<file path="src/rtl/systolic_cell.sv">
// Systolic array cell: forwards a/b east/south one stage, emits c + a*b (pe) or 0 (de).
// Optional build macro SYSTOLIC_CELL_SAT_EN clamps pe partial sums at all-ones instead of wrapping.
module systolic_cell #(
  parameter int DATA_W   = 8,
  parameter int ACC_W    = 16,
  parameter int IS_DELAY = 0
) (
  input  logic              clk,
  input  logic              rst,
  input  logic [DATA_W-1:0] a,
  input  logic [DATA_W-1:0] b,
  input  logic [ACC_W-1:0]  c,
  output logic [DATA_W-1:0] a_o,
  output logic [DATA_W-1:0] b_o,
  output logic [ACC_W-1:0]  cab_o
);

  localparam int PROD_W = 2 * DATA_W;

  logic [DATA_W-1:0] a_reg;
  logic [DATA_W-1:0] b_reg;
  logic [ACC_W-1:0]  cab_reg;
  logic [ACC_W-1:0]  cab_next;
  logic [PROD_W-1:0] prod;
  logic [ACC_W:0]    sum_wide;
  logic [ACC_W-1:0]  mac_next;

  // Full-width unsigned product; one spare bit on the sum exposes the carry out.
  assign prod     = PROD_W'(a) * PROD_W'(b);
  assign sum_wide = (ACC_W + 1)'(c) + (ACC_W + 1)'(prod);

`ifdef SYSTOLIC_CELL_SAT_EN
  assign mac_next = sum_wide[ACC_W] ? {ACC_W{1'b1}} : sum_wide[ACC_W-1:0];
`else
  assign mac_next = sum_wide[ACC_W-1:0];
`endif

  assign cab_next = (IS_DELAY != 0) ? '0 : mac_next;

  always_ff @(posedge clk) begin
    if (rst) begin
      a_reg   <= '0;
      b_reg   <= '0;
      cab_reg <= '0;
    end else begin
      a_reg   <= a;
      b_reg   <= b;
      cab_reg <= cab_next;
    end
  end

  assign a_o   = a_reg;
  assign b_o   = b_reg;
  assign cab_o = cab_reg;

endmodule

</file>
<file path="config.mk">
export PLATFORM = sky130hd
export DESIGN_NAME = systolic_cell
export DESIGN_NICKNAME = d
export VERILOG_FILES = /design/src/rtl/systolic_cell.sv
export SDC_FILE = /design/constraint.sdc
export NUM_CORES = 1
export LEC_CHECK = 0
export ABC_AREA = 1
export BUFFER_PORTS_ARGS = -buffer_cell sky130_fd_sc_hd__buf_2
export CAP_MARGIN = 20
export CORE_MARGIN = 3
export CORE_UTILIZATION = 40
export DETAILED_ROUTE_END_ITERATION = 7
export PLACE_DENSITY = 0.63
export SLEW_MARGIN = 20
export SYNTH_ARGS = -nofsm -noshare
export SYNTH_HDL_FRONTEND = slang
export SYNTH_SLANG_ARGS = --single-unit
</file>
<file path="constraint.sdc">
create_clock -name clk -period 9.3 [get_ports clk]
set_input_delay 0.465 -clock clk [delete_from_list [all_inputs] [get_ports clk]]
set_output_delay 0.465 -clock clk [all_outputs]
set_load 0.005 [all_outputs]
</file>
# --- Word-level counts from Yosys, hierarchy flattened ---
# Cells that the tools add are included.
word_totals:
  ff_bits: 32
  in_bits: 34
  out_inout_bits: 32
op_classes:
  n_addsub: 1
  multipliers: 1
op_table:
  columns: ["op", "count"]
  rows:
  - ["16-bit adder", 1]
  - ["8-bit by 8-bit multiplier with 16-bit output", 1]

# --- Longest topological paths before layout ---
# Gate-level depths: netlist (run 1).
logic_depth:
  ltp_word: 2
  depth_mapped: 21
  depth_no_buf: 20

# --- Worst setup path after synthesis (run 1) ---
# OpenSTA, ideal clock, no wires.
synth_path:
  path_kind: "in2reg"
  from: "input port a[6]"
  to: "register cab_reg[15] (netlist: cab_o[15])"
  setup_time_ns: 0.114
  arrival_time_ns: 3.898
  required_ns: 9.186
  setup_slack_ns: 5.288
  cell_stages: 19
  cell_sequence: "clkbuf_1 -> nand2_1 -> fa_1 -> inv_1 -> fa_1 -> fa_1 -> inv_1 -> fa_1 -> inv_1 -> ha_1 -> nand2_2 -> inv_2 -> nand2_2 -> nor2_1 -> nand2_1 -> nand3_2 -> nand2_1 -> nand2_1 -> nor2_2"
synth_via:
  elab_chain_cells: 2
synth_lines:
  columns: ["element", "line", "text"]
  rows:
  - ["from (decl)", "10", "input logic [DATA_W-1:0] a,"]
  - ["8-bit by 8-bit multiplier with 16-bit output", "29", "assign prod = PROD_W'(a) * PROD_W'(b);"]
  - ["16-bit adder", "30", "assign sum_wide = (ACC_W + 1)'(c) + (ACC_W + 1)'(prod);"]
  - ["to (signal assigned)", "48", "cab_reg <= cab_next;"]
  - ["to (decl)", "22", "logic [ACC_W-1:0] cab_reg;"]
# Every way passes these cells.
# A chain may end at the register's enable or synchronous reset.

# --- Final worst setup path (run 1) ---
layout_path:
  from: "input port a[6]"
  to: "register cab_reg[12] (netlist: cab_o[12])"
# The elaborated chain is that of the path after synthesis.

==> flow_metrics.py, run 1 <==
metrics = {
    "run_status": {
        "run_status": "finished clean",
    },
    "grt": {
        "grt_overflow": 0,
        "grt_pass1_vias": 3194,
        "global_route_wire_length_before_repair_um": 13590,
        "grt_start_max_net_pins": 24,
        "grt_antenna_before_repair": 0,
        "globalRouteTotalUtil": 0.1648,
    },
    "critical_path": {
        "critPathLaunchType": "input port",
        "cell_by_cell_trace_of_the_critical_path": "buf_2, nand2_1, fa_1, inv_1, fa_1, fa_1, inv_1, fa_1, inv_1, ha_1, nand2_1, nor2_1, nand3_1, nand3_1, nand2_1, nand2_1, nor2_1",
        "criticalPathCategory": "in -> reg",
        "worstPathArrival_ns": 4.08,
        "crit_path_top_delay_cell": "sky130_fd_sc_hd__fa_1",
        "required_ns": 9.48,
        "end_kind": "register",
        "critPathMaxStageDelay_ns": 0.54,
        "worst-path-max-fanout": 9,
    },
    "logic_synthesis": {
        "synth.distinct_cells": 22,
        "synth.top_cells.by_count": "177 x sky130_fd_sc_hd__inv_1, 119 x sky130_fd_sc_hd__nand2_1, 50 x sky130_fd_sc_hd__fa_1",
        "synthesis.instances": 512,
        "yosys.area.top_type": "sky130_fd_sc_hd__fa_1",
        "synthesized_nets": 631,
        "postSynth.topFlopCell": "sky130_fd_sc_hd__dfxtp_1",
        "async_reset_ff_frac": 0,
        "avgSynthCellArea_um2": 7.138,
        "postSynthRegisterBits": 32,
        "synth-warning-count": 0,
        "synth.cell_area_um2": 3655,
        "synth.top_cell.area_share": 0.2739,
        "synth_enable_flop_cells": 0,
        "synth.yosys.seq_area_share": 0.1753,
        "yosys.cell_count.top_type": "sky130_fd_sc_hd__inv_1",
        "synth.top_cells.by_area": "sky130_fd_sc_hd__fa_1 27%, sky130_fd_sc_hd__inv_1 18%, sky130_fd_sc_hd__dfxtp_1 18%",
    },
    "floorplanning": {
        "starting_density_of_the_core": 0.4150,
        "ioPinCount": 66,
        "floorplan.core_area_um2": 8806,
        "die_boundary_width_um": 101.6,
        "die-area_um2": 10320,
        "die_h_um": 101.6,
        "num_rows": 34,
    },
    "min_path": {
        "min_delay_worst_endpoint": "b_o[6]",
        "hold_depth": 3,
        "holdCritPathClass": "in -> reg",
        "holdCritStartpoint": "b[6]",
    },
    "sta": {
        "worst-slew-pin-transition_ns": 0.4557,
        "finalSetupTns_ns": 0,
        "maxSlewHeadroom": 0.6962,
        "rsz0062_at_grt": "no",
        "worst_slack_ns": 5.400,
        "report.final.slew_viol_count": 0,
        "fin_crit_sh": 0.4194,
        "setup_viol_count_final": 0,
        "timing.fmax_ghz": 0.2564,
        "fin_crit_ns": 3.900,
        "timing_hold_violations_final": 0,
    },
    "final_layout": {
        "final_net_count": 685,
        "multi_input_comb_area_um2": 2271,
        "fillCellCount": 897,
        "area.sequential_um2": 640.6,
        "synthToLayoutAreaGrowth_pct": 13.39,
        "num_antenna_cells": 0,
        "final_cells": 674,
        "share_of_cells_above_drive_strength_1": 0.1519,
        "finish.instance_area_um2": 4144,
    },
    "cts": {
        "cts_repair_resize_count": 0,
        "buffers_from_clock_root_to_sink_at_most": 2,
        "numCtsBuffers": 5,
        "cts_root_buf": "sky130_fd_sc_hd__clkbuf_8",
        "tritoncts_clock_tree": "done",
        "clkTransAtPathRegs_ns": 0.06,
        "cts.repair_timing.setup_buffer_count": 0,
        "holdBufCountCts": 0,
        "clock-sinks": 32,
        "htreeDepth": 2,
    },
    "detailed_routing": {
        "routedWlPerCell_um": 11.28,
        "route.met2.wl_um": 3798,
        "dr.max_layer_used": "met4",
        "vias": 3004,
        "drtIter0Drc": 96,
        "drt_drc_violations_left": 0,
        "postRouteWirelength_um": 7602,
        "met3WireLength_um": 434,
        "antenna_violating_nets_post_route": 0,
        "wl_on_met1_um": 3254,
        "dr.pass1.iters": 4,
        "viasPerCell": 4.457,
    },
    "place": {
        "dpl.hpwl_um": 6430,
        "post_dp_cell_area_um2": 4048,
        "place.detailed.instances": 667,
        "weighted_congestion_reported_at_the_end_of_routability_driven_placement": 0.8896,
        "buffer_ports.inserted": 65,
        "preCtsSetupSlack_ns": 5.115,
    },
    "pwr": {
        "power.density_cell_area_nw_per_um2": 223.7,
        "combPwrFrac": 0.688,
        "pwr-share-clk": 0.124,
        "p_leak_nw": 2.691,
        "power.internal_mw": 0.4731,
        "sequentialPowerShare": 0.187,
        "irDropWorstVdd_mv": 0.09194,
        "totalPowerFinal_mw": 0.9272,
        "power.share.switching": 0.4897,
        "switching_component_of_the_power_mw": 0.4541,
    },
    "run": {
        "cap_violations": 0,
    },
}
final cells by class:
class                      count  area share
tap                          108     0.03261
sequential                    32      0.1546
inverter                     180      0.1630
timing repair buffer          65     0.07850
multi-input combinational    282      0.5480
clock buffer                   7     0.02325
sequential cells by signal, summed over array words and instances (netlist names):
register	count
cab_o	16
b_o	8
a_o	8
power by group through the flow:
stage | clock (mW) | combinational [mW] | sequential [mW]
2_1_floorplan | 0 | 0.494 | 0.182
3_3_place_gp | 0 | 0.638 | 0.177
3_5_place_dp | 0 | 0.643 | 0.178
4_1_cts | 0.121 | 0.648 | 0.174
5_1_grt | 0.125 | 0.760 | 0.177
6_report | 0.115 | 0.638 | 0.174
placed cells by master, fill, tap and decap left out, drive strengths merged:
master  instances
xnor2           3
o21ai           5
clkbuf          7
a21oi           8
nor3            1
nor2           46
dfxtp          32
buf            65
fa             50
nand2         124
ha             35
nand3           8
nand3b          1
xor2            1
clkinv          1
inv           179
how the worst max path moves through the flow:
stage	startpoint	end	slack, ns	cells past startpoint
6_report	a[6]	cab_o[12]	5.40	17
5_1_grt	a[6]	cab_o[14]	5.17	17
4_1_cts	a[6]	cab_o[12]	5.41	17
3_5_place_dp	a[6]	cab_o[12]	5.12	17
3_3_place_gp	a[6]	cab_o[12]	5.14	17
2_1_floorplan	a[6]	cab_o[15]	5.29	19
critical path: cells and delay by family:
| family | cells | cell delay, ns |
|---|---|---|
| adder cells (fa/ha/maj) | 5 | 2.45 |
| buffers and inverters | 4 | 0.38 |
| AND/OR/NAND/NOR | 8 | 0.78 |
cell families after synthesis:
logic type / count (synthesis) / synth area share
DFF: 32 / 0.1753
buffers and inverters: 198 / 0.2034
and+or+nand+nor: 180 / 0.1992
xor gates and xnor gates: 4 / 0.009588
AOI/OAI and AO/OA: 13 / 0.01883
adders and majority gates: 85 / 0.3937
metrics by stage:
| stage | util | hold slack, ns |
|---|---|---|
| finish | 0.4706 | 0.4827 |
| global route | 0.4706 | 0.5018 |
| CTS | 0.4706 | 0.4752 |
| detailed placement | 0.4596 | 0.7809 |
| global placement | 0.4596 | 0.7756 |
| floorplan | - | 0.5374 |
routing by layer:
| layer | up-vias | global-route usage |
|---|---|---|
| met5 | - | 0 |
| met1 | 1404 | 0.2014 |
| li1 | 1508 | - |
| met3 | 11 | 0.02204 |
| met2 | 81 | 0.3008 |
| met4 | 0 | 0.04806 |
Note: power is estimated with default switching activity, not from simulation.
==> run 2: changes to the inputs <==
Clock period 9.3 ns to 3.61 ns, I/O delays scaled along.
==> flow_metrics.py, run 2 (synthesis results as in run 1) <==
metrics = {
    "run_status": {
        "run_status": "finished clean",
    },
    "sta": {
        "fin_crit_sh": 0.9485,
        "setup_viol_count_final": 0,
        "fin_crit_ns": 3.424,
        "timing.fmax_ghz": 0.2920,
        "report.final.slew_viol_count": 0,
        "timing_hold_violations_final": 0,
        "maxSlewHeadroom": 0.7149,
        "worst-slew-pin-transition_ns": 0.4276,
        "rsz0062_at_grt": "yes",
    },
    "detailed_routing": {
        "routedWlPerCell_um": 11.13,
        "vias": 3141,
        "viasPerCell": 4.399,
        "postRouteWirelength_um": 7946,
        "dr.pass1.iters": 4,
        "drt_drc_violations_left": 0,
        "drtIter0Drc": 78,
        "antenna_violating_nets_post_route": 0,
    },
    "critical_path": {
        "end_kind": "register",
        "critPathLaunchType": "input port",
        "criticalPathCategory": "in -> reg",
        "worst-path-max-fanout": 4,
        "worstPathArrival_ns": 3.60,
        "required_ns": 3.79,
    },
    "final_layout": {
        "final_cells": 714,
        "mostFrequentLayoutCell": "sky130_fd_sc_hd__inv_1",
        "post-route-util": 0.5151,
        "final_net_count": 724,
        "most-common-layout-cells": "177 x sky130_fd_sc_hd__inv_1, 116 x sky130_fd_sc_hd__nand2_1, 60 x sky130_fd_sc_hd__buf_2",
        "max_ffs_per_register": 16,
        "num_antenna_cells": 0,
        "synthToLayoutAreaGrowth_pct": 24.10,
        "share_of_cells_above_drive_strength_1": 0.2228,
    },
    "cts": {
        "numCtsBuffers": 5,
        "htreeDepth": 2,
        "clock-sinks": 32,
        "holdBufCountCts": 0,
        "tritoncts_clock_tree": "done",
        "clkTransAtPathRegs_ns": 0.07,
        "cts_root_buf": "sky130_fd_sc_hd__clkbuf_8",
        "buffers_from_clock_root_to_sink_at_most": 2,
    },
    "floorplanning": {
        "die-area_um2": 10320,
        "floorplan.core_area_um2": 8806,
        "num_rows": 34,
        "starting_density_of_the_core": 0.4150,
        "die_boundary_width_um": 101.6,
        "ioPinCount": 66,
        "die_h_um": 101.6,
    },
    "run": {
        "cap_violations": 0,
    },
    "place": {
        "dpl.hpwl_um": 6948,
        "weighted_congestion_reported_at_the_end_of_routability_driven_placement": 0.8386,
        "place.detailed.instances": 706,
        "buffer_ports.inserted": 65,
    },
    "grt": {
        "grt_antenna_before_repair": 0,
        "grt_start_max_net_pins": 24,
        "grt_overflow": 0,
        "grt_pass1_vias": 3396,
        "global_route_wire_length_before_repair_um": 14490,
        "globalRouteTotalUtil": 0.1744,
    },
    "min_path": {
        "holdCritPathClass": "in -> reg",
    },
    "pwr": {
        "power.density_cell_area_nw_per_um2": 616.3,
        "irDropWorstVdd_mv": 0.2920,
        "p_leak_nw": 2.876,
        "totalPowerFinal_mw": 2.795,
    },
}
## run 2: cell type report
class | instances | area, um^2
Clock buffer | 8 | 90.09
Fill cell | 869 | 4270
Inverter | 180 | 675.6
Multi-Input combinational cell | 282 | 2364
Sequential cell | 32 | 640.6
Tap cell | 108 | 135.1
Timing Repair Buffer | 104 | 630.6
## run 2: timing repair
| action | 4_1_cts | 5_1_grt |
|---|---|---|
| gates resized for setup | 0 | 16 |
| setup endpoints to repair | 0 | 7 |
| buffers inserted | 0 | 0 |
## run 2: critical path, stage by stage
cell and delay [ns]:
sky130_fd_sc_hd__buf_2 0.13, sky130_fd_sc_hd__buf_4 0.15, sky130_fd_sc_hd__nand2_1 0.06, sky130_fd_sc_hd__inv_1 0.05
sky130_fd_sc_hd__fa_1 0.52, sky130_fd_sc_hd__fa_1 0.44, sky130_fd_sc_hd__fa_1 0.54, sky130_fd_sc_hd__inv_1 0.05
sky130_fd_sc_hd__fa_1 0.52, sky130_fd_sc_hd__inv_1 0.06, sky130_fd_sc_hd__ha_4 0.28, sky130_fd_sc_hd__nand2_1 0.09
sky130_fd_sc_hd__nor2_1 0.15, sky130_fd_sc_hd__nand3_1 0.09, sky130_fd_sc_hd__nand3_1 0.11, sky130_fd_sc_hd__nand2_1 0.06
sky130_fd_sc_hd__nand2_1 0.07, sky130_fd_sc_hd__nor2_2 0.04
## run 2: per-layer routing
| metal | vias to the layer above | share of wire | global-route usage |
|---|---|---|---|
| li1 | 1586 | - | - |
| met1 | 1476 | 0.42 | 0.2137 |
| met2 | 70 | 0.52 | 0.3239 |
| met3 | 9 | 0.050 | 0.02273 |
| met4 | 0 | 0.010 | 0.03885 |
| met5 | - | 0 | 0 |
## run 2: through the flow
step | worst slack, ns | hold slack (ns) | area [um^2] | setup TNS (ns)
CTS | 0.1422 | 0.1933 | 4443 | 0
floorplan | 0.0006422 | 0.2523 | 3686 | 0
detailed placement | -0.1541 | 0.4961 | 4353 | -1.119
global placement | -0.1280 | 0.4945 | 4353 | -0.7567
global route | -0.04961 | 0.1984 | 4536 | -0.04961
finish | 0.1858 | 0.1952 | 4536 | 0
## run 2: power breakdown
part | total [mW] | internal, mW | leakage [nW] | switching, mW
registers | 0.449 | 0.432 | 0.267 | 0.0172
logic | 2.05 | 0.921 | 2.56 | 1.13
clock network | 0.292 | 0.156 | 0.0455 | 0.137
total | 2.80 | 1.51 | 2.88 | 1.29
## run 2: path summary, 6_finish.rpt
kind / startpoint / to / slack (ns) / cells after the start
worst max-delay path: a[2] / cab_o[14] / 0.19 / 18
worst min-delay path: b[3] / b_o[3] / 0.20 / 3
==> run 3: changes to the inputs <==
Settings changed: CORE_UTILIZATION 40 to 50, PLACE_DENSITY 0.63 to 0.76, SLEW_MARGIN 20 to default.
==> flow_metrics.py, run 3 (synthesis results as in run 1) <==
metrics = {
    "place": {
        "dpl.hpwl_um": 6810,
        "preCtsSetupSlack_ns": -0.2087,
        "place.detailed.instances": 691,
        "weighted_congestion_reported_at_the_end_of_routability_driven_placement": 0.9178,
        "buffer_ports.inserted": 65,
    },
    "final_layout": {
        "final_net_count": 721,
        "final_cells": 696,
        "num_antenna_cells": 0,
        "max_ffs_per_register": 16,
        "mostFrequentLayoutCell": "sky130_fd_sc_hd__inv_1",
        "fillCellCount": 621,
        "synthToLayoutAreaGrowth_pct": 22.94,
        "share_of_cells_above_drive_strength_1": 0.2217,
        "most-common-layout-cells": "177 x sky130_fd_sc_hd__inv_1, 117 x sky130_fd_sc_hd__nand2_1, 61 x sky130_fd_sc_hd__buf_2",
    },
    "floorplanning": {
        "num_rows": 30,
        "ioPinCount": 66,
        "die-area_um2": 8371,
        "starting_density_of_the_core": 0.5263,
        "die_h_um": 91.50,
        "floorplan.core_area_um2": 6944,
        "die_boundary_width_um": 91.50,
    },
    "sta": {
        "fin_crit_sh": 0.9412,
        "report.final.slew_viol_count": 0,
        "timing.fmax_ghz": 0.2943,
        "worst-slew-pin-transition_ns": 0.4481,
        "fin_crit_ns": 3.398,
        "worst_slack_ns": 0.2123,
        "setup_viol_count_final": 0,
        "maxSlewHeadroom": 0.7013,
        "timing_hold_violations_final": 0,
    },
    "cts": {
        "numCtsBuffers": 5,
        "htreeDepth": 2,
        "clock-sinks": 32,
        "cts_root_buf": "sky130_fd_sc_hd__clkbuf_8",
        "buffers_from_clock_root_to_sink_at_most": 2,
        "tritoncts_clock_tree": "done",
        "clkTransAtPathRegs_ns": 0.06,
        "cts.repair_timing.setup_buffer_count": 0,
    },
    "pwr": {
        "pwr-share-clk": 0.089,
        "p_leak_nw": 2.860,
        "sequentialPowerShare": 0.160,
        "power.density_cell_area_nw_per_um2": 621.1,
        "power.internal_mw": 1.470,
        "power.share.switching": 0.4734,
        "switching_component_of_the_power_mw": 1.321,
        "combPwrFrac": 0.751,
        "irDropWorstVdd_mv": 0.3168,
    },
    "run_status": {
        "run_status": "finished clean",
    },
    "run": {
        "cap_violations": 0,
    },
    "critical_path": {
        "critPathMaxStageDelay_ns": 0.55,
        "worst-path-max-fanout": 5,
        "timing.critical_path.mode_cell": "sky130_fd_sc_hd__nand2_1",
        "required_ns": 3.79,
        "critPathLaunchType": "input port",
        "crit_path_top_delay_cell": "sky130_fd_sc_hd__fa_1",
        "cell_by_cell_trace_of_the_critical_path": "clkbuf_4, buf_4, nand2_1, inv_1, fa_1, fa_1, inv_1, fa_1, fa_1, inv_1, ha_4, nand2_2, nor2_4, inv_1, nand2_1, nand2_1, nand3_2, nand2_1, nand2_1, nor2_2",
        "criticalPathCategory": "in -> reg",
        "worstPathArrival_ns": 3.57,
        "end_kind": "register",
    },
    "grt": {
        "grt_overflow": 0,
        "grt_antenna_before_repair": 0,
        "grt_pass1_vias": 3282,
        "global_route_wire_length_before_repair_um": 14080,
        "grt_start_max_net_pins": 24,
        "globalRouteTotalUtil": 0.2062,
    },
    "detailed_routing": {
        "drt_drc_violations_left": 0,
        "vias": 3147,
        "postRouteWirelength_um": 7922,
        "routedWlPerCell_um": 11.38,
        "antenna_violating_nets_post_route": 0,
        "dr.pass1.iters": 4,
        "viasPerCell": 4.522,
        "drtIter0Drc": 108,
    },
    "min_path": {
        "min_delay_worst_endpoint": "b_o[3]",
        "holdCritStartpoint": "b[3]",
        "hold_depth": 3,
        "holdCritPathClass": "in -> reg",
    },
}
-- run 3: how the worst max path moves through the flow --
stage	start	endpoint	slack [ns]
after floorplan	a[2]	cab_o[15]	0.0006
after global placement	b[3]	cab_o[13]	-0.17
after detailed placement	a[6]	cab_o[13]	-0.21
after CTS	a[6]	cab_o[13]	0.08
after global routing	b[4]	cab_o[14]	-0.004
final	b[2]	cab_o[15]	0.21
-- run 3: area by class of cell --
cell class | count | area [um^2] | share of cell area
Clock buffer | 5 | 68.82 | 0.01532
Tap cell | 96 | 120.1 | 0.02673
Timing Repair Buffer | 101 | 605.6 | 0.1348
Sequential cell | 32 | 640.6 | 0.1426
Inverter | 180 | 675.6 | 0.1504
Multi-Input combinational cell | 282 | 2382 | 0.5302
-- run 3: power by group through the flow --
stage	Combinational [mW]	Sequential, mW	Clock (mW)
global route	2.43	0.454	0.268
detailed placement	1.86	0.456	0
global placement	1.81	0.456	0
CTS	1.87	0.449	0.255
finish	2.09	0.448	0.248
floorplan	1.30	0.469	0
-- run 3: what timing repair did --
item                       4_1_cts  5_1_grt
resized for setup                0       17
hold buffers                     0        0
setup endpoints to repair        0        7
-- run 3: metrics by stage --
step	utilization	hold WS (ns)	power [mW]	cell area [um^2]	TNS, ns
CTS	0.6314	0.1959	2.573	4384	0
global placement	0.6214	0.4932	2.264	4315	-0.7728
global route	0.6470	0.2284	3.153	4493	-0.003578
floorplan	-	0.2523	1.772	3686	0
finish	0.6470	0.1972	2.791	4493	0
detailed placement	0.6214	0.5000	2.313	4315	-1.292
-- run 3: per-layer routing --
| metal | track usage | vias to the layer above | wire [um] |
|---|---|---|---|
| li1 | - | 1577 | - |
| met5 | 0 | - | 0 |
| met3 | 0.02071 | 11 | 361 |
| met2 | 0.3767 | 78 | 4045 |
| met1 | 0.2520 | 1481 | 3385 |
| met4 | 0.06658 | 0 | 129 |
-- run 3: worst max-delay path: cells and delay by family --
kind	cells	cell delay, ns
buf+inv	6	0.50
simple gates	9	0.62
fa+ha+maj	5	2.24
